--- src/rtl/uart_tx_arbiter.sv ---
// Round-robin arbiter sharing one UART sender between N byte sources.
// Grants one byte per frame, tracks sender busy, and aborts grants whose busy never rises.
module uart_tx_arbiter #(
  parameter int N         = 4,
  parameter int IDW       = 2,
  parameter int BUSY_WAIT = 16
) (
  input  logic             i_clk,
  input  logic             i_rstn,
  input  logic [N-1:0]     i_req_valid,
  input  logic [8*N-1:0]   i_req_data,
  output logic [N-1:0]     o_req_ack,
  output logic             o_tx_start,
  output logic [7:0]       o_tx_data,
  input  logic             i_tx_busy,
  output logic [IDW-1:0]   o_grant_id,
  output logic             o_active,
  output logic             o_timeout
);

  localparam int WDW = (BUSY_WAIT > 1) ? $clog2(BUSY_WAIT) : 1;

  typedef enum logic [1:0] {
    S_IDLE      = 2'd0,
    S_WAIT_BUSY = 2'd1,
    S_WAIT_DONE = 2'd2
  } state_t;

  state_t           r_state;
  state_t           w_state_nxt;
  logic [IDW-1:0]   r_ptr;
  logic [WDW-1:0]   r_wdog;

  logic             w_any;
  int               w_best;
  int               w_best_off;
  logic [7:0]       w_byte;
  logic [N-1:0]     w_onehot;
  logic             w_grant;
  logic             w_expire;

  // Winner is the set bit with the smallest distance upward from the pointer.
  always_comb begin
    w_any      = 1'b0;
    w_best     = 0;
    w_best_off = N;
    for (int i = 0; i < N; i++) begin
      if (i_req_valid[i] && (((i + N - int'(r_ptr)) % N) < w_best_off)) begin
        w_any      = 1'b1;
        w_best     = i;
        w_best_off = (i + N - int'(r_ptr)) % N;
      end
    end
  end

  always_comb begin
    w_byte   = '0;
    w_onehot = '0;
    for (int i = 0; i < N; i++) begin
      if (w_best == i) begin
        w_byte      = i_req_data[8*i +: 8];
        w_onehot[i] = 1'b1;
      end
    end
  end

  assign w_grant  = (r_state == S_IDLE) && w_any && !i_tx_busy;
  // Busy rising on the last watchdog cycle takes priority over expiry.
  assign w_expire = (r_state == S_WAIT_BUSY) && !i_tx_busy &&
                    (r_wdog == WDW'(BUSY_WAIT - 1));

  always_ff @(posedge i_clk or posedge i_rstn) begin
    if (i_rstn) begin
      r_state <= S_IDLE;
      r_ptr   <= '0;
      r_wdog  <= '0;
    end else begin
      r_state <= w_state_nxt;
      if (w_grant) begin
        r_ptr  <= IDW'((w_best + 1) % N);
        r_wdog <= '0;
      end else if (r_state == S_WAIT_BUSY) begin
        r_wdog <= r_wdog + WDW'(1);
      end
    end
  end

  always_comb begin
    w_state_nxt = r_state;
    case (r_state)
      S_IDLE: begin
        if (w_grant) w_state_nxt = S_WAIT_BUSY;
      end
      S_WAIT_BUSY: begin
        if (i_tx_busy)     w_state_nxt = S_WAIT_DONE;
        else if (w_expire) w_state_nxt = S_IDLE;
      end
      S_WAIT_DONE: begin
        if (!i_tx_busy) w_state_nxt = S_IDLE;
      end
      default: w_state_nxt = S_IDLE;
    endcase
  end

  always_comb begin
    o_active = (r_state != S_IDLE);
  end

  always_ff @(posedge i_clk or posedge i_rstn) begin
    if (i_rstn) begin
      o_req_ack  <= '0;
      o_tx_start <= 1'b0;
      o_tx_data  <= '0;
      o_grant_id <= '0;
      o_timeout  <= 1'b0;
    end else begin
      o_tx_start <= w_grant;
      o_req_ack  <= w_grant ? w_onehot : '0;
      o_timeout  <= w_expire;
      if (w_grant) begin
        o_tx_data  <= w_byte;
        o_grant_id <= IDW'(w_best);
      end
    end
  end

endmodule

--- config.mk ---
export PLATFORM = sky130hd
export DESIGN_NAME = uart_tx_arbiter
export DESIGN_NICKNAME = d
export VERILOG_FILES = /design/src/rtl/uart_tx_arbiter.sv
export SDC_FILE = /design/constraint.sdc
export NUM_CORES = 1
export LEC_CHECK = 0
export CAP_MARGIN = 20
export CORE_UTILIZATION = 39
export DETAILED_ROUTE_END_ITERATION = 6
export GPL_ROUTABILITY_DRIVEN = 0
export PLACE_DENSITY = 0.76
export SLEW_MARGIN = 30
export SYNTH_ARGS = -nofsm -noshare
export SYNTH_HDL_FRONTEND = slang
export SYNTH_SLANG_ARGS = --single-unit
--- constraint.sdc ---
create_clock -name i_clk -period 3.35 [get_ports i_clk]
set_input_delay 0.67 -clock i_clk [delete_from_list [all_inputs] [get_ports i_clk]]
set_output_delay 0.67 -clock i_clk [all_outputs]
set_load 0.02 [all_outputs]
# Yosys cells after proc, flatten, opt, wreduce, memory -nomap -nowiden

Index checks and enable logic that the tools add are counted.

Mux-type cells: 26
Reductions and logical operators: 18
Equal/unequal tests: 9
Add/subtract/negate cells: 6
$lt $le $gt $ge: 4
Bitwise operators: 4

Operators by type and width:

| kind                | count |
|---|---|
| $mux 32             | 5 |
| $lt 3x32->1         | 3 |
| $eq 32x3->1 const B | 2 |
| $eq 32x2->1 const B | 1 |
| $logic_not 32->1    | 1 |
| $mux 8              | 4 |
| $sub 3x2->4 const A | 4 |
| $mux 4              | 3 |
| $mux 1              | 9 |
| $logic_and 1x1->1   | 8 |
| $mux 2              | 4 |
| $reduce_or 2->1     | 4 |
| $pmux 2 s3          | 1 |
| $add 4x1->4 const B | 1 |
| $and 1x1->1         | 4 |
| $eq 4x4->1 const B  | 1 |
| $lt 3x4->1 const B  | 1 |
| $ne 2x2->1 const B  | 2 |
| $reduce_bool 2->1   | 2 |
| $ne 3x3->1 const B  | 1 |
| $reduce_and 3->1    | 1 |
| $add 2x2->2 const B | 1 |
| $eq 2x1->1 const B  | 1 |
| $eq 2x2->1 const B  | 1 |
| other kinds (2)     | 2 |

Input port bits: 39
Flip-flop bits (word level): 24
Logic and storage cells: 75
Output and inout port bits: 17

# Depth between registers and ports, before layout

Depth after elaboration: 20
Mapped depth: 19
Mapped depth without buffers: 17

# Worst setup path before layout

No wires, ideal clock.

Kind: input-to-reg
Start: input i_req_valid[1]
End: register o_tx_data[6]
Buffers on the path: 2
Slack: -0.362 ns
Data arrival time: 3.585 ns
Data required time: 3.223 ns
Stages on the path: 17
Setup time: 0.127 ns
Path through: inv_1 and4_2 a21oi_1 ha_1 o22ai_1 o21ai_2 a21o_1 ha_1 o211a_1 a21oi_1 a31oi_1 ha_1 clkbuf_1 clkbuf_1 a21oi_1 a221oi_1 nor2_1

Longest elaborated chain between the ends: 13
Elaborated cells on any way between the ends: 23
Those cells by class: 2 x order compare; 3 x eq/ne; 12 x mux; 6 x reduce/logical

RTL lines:

| item                   | RTL line | text |
|---|---|---|
| start: declaration     | 10       | `input logic [N-1:0] i_req_valid,` |
| $logic_and 1x1->1 (*)  | 48       | `if (i_req_valid[i] && (((i + N - int'(r_ptr)) % N) < w_best_off)) begin` |
| $mux 32                | 48       |  |
| $lt 3x32->1            | 48       |  |
| $logic_and 1x1->1      | 48       |  |
| $mux 32                | 48       |  |
| $lt 3x32->1            | 48       |  |
| $logic_and 1x1->1      | 48       |  |
| $mux 32                | 48       |  |
| $logic_not 32->1       | 60       | `if (w_best == i) begin` |
| $mux 8 (4 in a row)    | 60       |  |
| end signal: assignment | 121      | `o_tx_data <= w_byte;` |
| end: declaration       | 14       | `output logic [7:0] o_tx_data,` |

Mark *: on every way between the ends. The rest lies on a longest branch, timed or not.
A chain may end at the register's enable or synchronous reset.

# Final worst setup path

Start: input i_req_valid[0]
End: register o_tx_data[5]

Longest elaborated chain between the ends: 16
Elaborated cells on any way between the ends: 27
Those cells by class: 3 x order compare; 3 x eq/ne; 14 x mux; 7 x reduce/logical

RTL lines:

| item                  | RTL line |
|---|---|
| $logic_and 1x1->1 (*) | 48 |
| $mux 32               | 48 |
| $lt 3x32->1           | 48 |
| $logic_and 1x1->1     | 48 |
| $mux 32               | 48 |
| $lt 3x32->1           | 48 |
| $logic_and 1x1->1     | 48 |
| $mux 32               | 48 |
| $lt 3x32->1           | 48 |
| $logic_and 1x1->1     | 48 |
| $mux 32               | 48 |
| $logic_not 32->1      | 60 |
| $mux 8 (4 in a row)   | 60 |

Marks and branches as above.

==> results by group <==
Outcome
  – Status: finished with violations
  – Failing checks: negative setup slack

Global route
  – Total gr overflow: 0
  – Initial antenna violation count: 0
  – First-pass GRT wire length: 6.285 mm
  – Pin count of the biggest net entering global routing: 25
  – Total GRT Usage: a little under a quarter
  – Vias in the first global route: 1400

Timing
  – Relative slew margins: around 67%
  – Final min period: roughly 3500 ps
  – Final hold viol count: 0
  – Fin. max-slew vios: 0
  – RSZ-0062 raised after global routing: true
  – Post-layout worst setup margin: -106.2 ps
  – Actual slew at the worst max-slew pin: 496.5 ps
  – Clock Skews: approximately 2.1 ps
  – Final Cycle Share: 103.2%
  – Max Fclk: around 290 MHz
  – Setup violators final: 7
  – Total negative slack: -277.3 ps

Finish
  – Layout fillers: between 200 and 250
  – Area Overhead vs Synth: 77.49%
  – Most frequent cells in the layout: clkdlybuf4s50_1 (53), buf_4 (23), dfrtp_1 (23)
  – Final net count: around 280
  – Commonest non-fill, non-tap cell in the layout: clkdlybuf4s50_1
  – Storage cell area: around 600 µm²
  – Antenna cells: 0
  – Finished Cell Area: roughly 2500 µm²
  – Multi-input logic area: 887.1 µm²
  – Core Util, Final: between 70 and 80%
  – Layout cells sized above 1: about a third

Synth
  – Leading area contributor after synthesis: dfrtp_1
  – Fraction of registers with async set/reset: between 90% and 100%
  – Syn Nets: about 200
  – Area contributors post-synth: dfrtp_1 (43%), a21oi_1 (7.2%), ha_1 (6.3%), a211o_1 (5.0%), a221oi_1 (5.0%)
  – Mapped Area: around 1400 µm²
  – Most used DFF post-synth: dfrtp_1
  – Post-synthesis cell count: approximately 150
  – Ys Warns: 0
  – Seq cells post-synth: 24
  – Synth cell types: 35
  – Synth Area per Inst: about 9 µm²
  – Post-synth top area share: roughly 43%
  – Sequential area share after synthesis: between 40 and 50%
  – Number of flops mapped to enable cells by yosys: 0

Power
  – Design Power: between 2 and 3 mW
  – Peak VDD IR: 0.0006243 V
  – Leakage: between 1 and 1.5 nW
  – Power per cell area: 1144 nW/µm²

Place
  – Area post-placement: 2125 µm²
  – Port-buffer cells: between 50 and 60
  – DP HPWL: approximately 2.9 mm

Clock network
  – CTS Sinks: 24
  – Reg clk slew, reported paths: 140 ps
  – TritonCTS clock tree: done
  – # H-tree levels: 1
  – Cts bufs inserted: 3
  – Clock buffer depth: 2
  – Clock latency on the worst-skew pair: 320 ps
  – CTS Root Cell: clkbuf_4

Critical path
  – Startpoint class of the critical path: primary input
  – CP top delay family: compound AO/OA/AOI/OAI gates
  – Worst-path cell chain: buf_4, mux2i_2, a21oi_4, ha_4, o22ai_4, o21ai_2, nor2_1, a21o_1, ha_1, o211a_1, a21oi_2, a31oi_2, ha_2, nor2b_4, buf_12, a221oi_2, a211o_1, a21oi_1
  – Arrival time worst endpoint: 3710 ps
  – CP max stage cell: ha_4
  – Worst-path maximum fanout: 7
  – CP max stage delay: approximately 280 ps
  – Worst path required time: about 3600 ps
  – CP Class: in2reg
  – Worst setup EP type: register
  – Crit path buf inv count: 2

Floorplanning
  – Row cnt: 21
  – DIE AREA: ~3800 µm²
  – Starting Density: 41.16%
  – Core Footprint: 3390 µm²
  – Die Height: ~60 µm
  – Die width: between 60 and 70 µm
  – # IOs: between 50 and 60

Route
  – Routed len/inst: between 15 and 20 µm
  – DRC: 0
  – First-pass iteration count of the detailed router: 4
  – Via count: around 1500
  – Final WL: about 4.7 mm
  – Vias per inst: ~5.4
  – Iteration-0 DRC Markers: 95
  – ANT nets after route: 0

Worst hold path
  – Worst min path class: reg2reg

Run
  – Max-cap check violation count: 0
## registers in the layout (all words and copies together) (netlist names)
register    count
r_ptr           2
o_timeout       1
o_tx_start      1
o_req_ack       4
o_grant_id      2
o_tx_data       8
r_state         2
r_wdog          4
## worst paths after layout
check                          startpoint       endpoint  slack, ps  cells after the start
setup / recovery           i_req_valid[0]   o_tx_data[5]       -110                     18
hold / removal              o_grant_id[1]  o_grant_id[1]        520                      1
setup reg to reg                 r_ptr[0]   o_tx_data[5]        -90                     17
hold reg to reg             o_grant_id[1]  o_grant_id[1]        520                      1
max in group asynchronous          i_rstn       r_ptr[0]       2320                      2
min in group asynchronous          i_rstn   o_req_ack[3]        670                      2
## worst reg2reg max path, stage by stage (launching register included)
cell,delay (ps)
dfrtp_2,480
mux2i_2,210
a21oi_4,100
ha_4,290
o22ai_4,80
o21ai_2,180
nor2_1,60
a21o_1,160
ha_1,270
o211a_1,210
a21oi_2,90
a31oi_2,210
ha_2,240
nor2b_4,170
buf_12,140
a221oi_2,80
a211o_1,240
a21oi_1,170
## final cells by class
cell class / instances / share of cell area (%)
multi-input cells: 103 / 35.83
repair buffers: 83 / 32.95
flip-flops and latches: 24 / 24.31
inverters: 15 / 2.476
well taps: 46 / 2.324
clock inverters: 1 / 1.213
clock buffers: 3 / 0.9096
## power by group
group | internal, mW | switching (mW)
logic | 1.11 | 1.03
registers | 0.404 | 0.0770
clock network | 0.121 | 0.0952
## synth_stat cells (all sizes together), types with 4 or more instances
cell type	instances
ha	7
nand2	7
a221oi	8
clkbuf	6
dfrtp	24
a211o	8
nor2	13
inv	15
a21oi	20
o21ai	6
and2	4
## cell families after synthesis
kind of cell | count (synthesis) | share of synthesized area (%)
AO/OA/AOI/OAI | 50 | 25.02
buffers and inverters | 24 | 7.084
multiplexers | 2 | 1.525
AND/OR/NAND/NOR | 40 | 14.53
flip-flops | 24 | 43.05
adder cells (fa/ha/maj) | 7 | 6.278
XOR/XNOR | 4 | 2.512
## through the flow
step / cells / hold slack, ps / setup WS [ps]
floorplan: 151 / 504.2 / -111.5
global placement: 258 / 472.3 / -698.9
detailed placement: 258 / 474.0 / -896.6
CTS: 270 / 518.7 / 0.4707
global route: 275 / 538.0 / -249.8
finish: 275 / 516.0 / -106.2
## per-layer routing
metal  vias to the layer above  track usage [%]  share of wire, %
met5                         -                0                 0
met4                         0            11.75               2.5
met3                        12            3.727               3.5
met2                        45            38.40                53
met1                       734            28.02                41
li1                        692                -                 -
## timing repair
action,4_1_cts,5_1_grt
hold buffers,0,0
endpoints found under the hold margin,0,0
buffers inserted,8,4
pin swaps,18,13
gates cloned,0,1
setup endpoints to repair,11,8
resized for setup,25,15
Power figures use the tool's default switching activity.
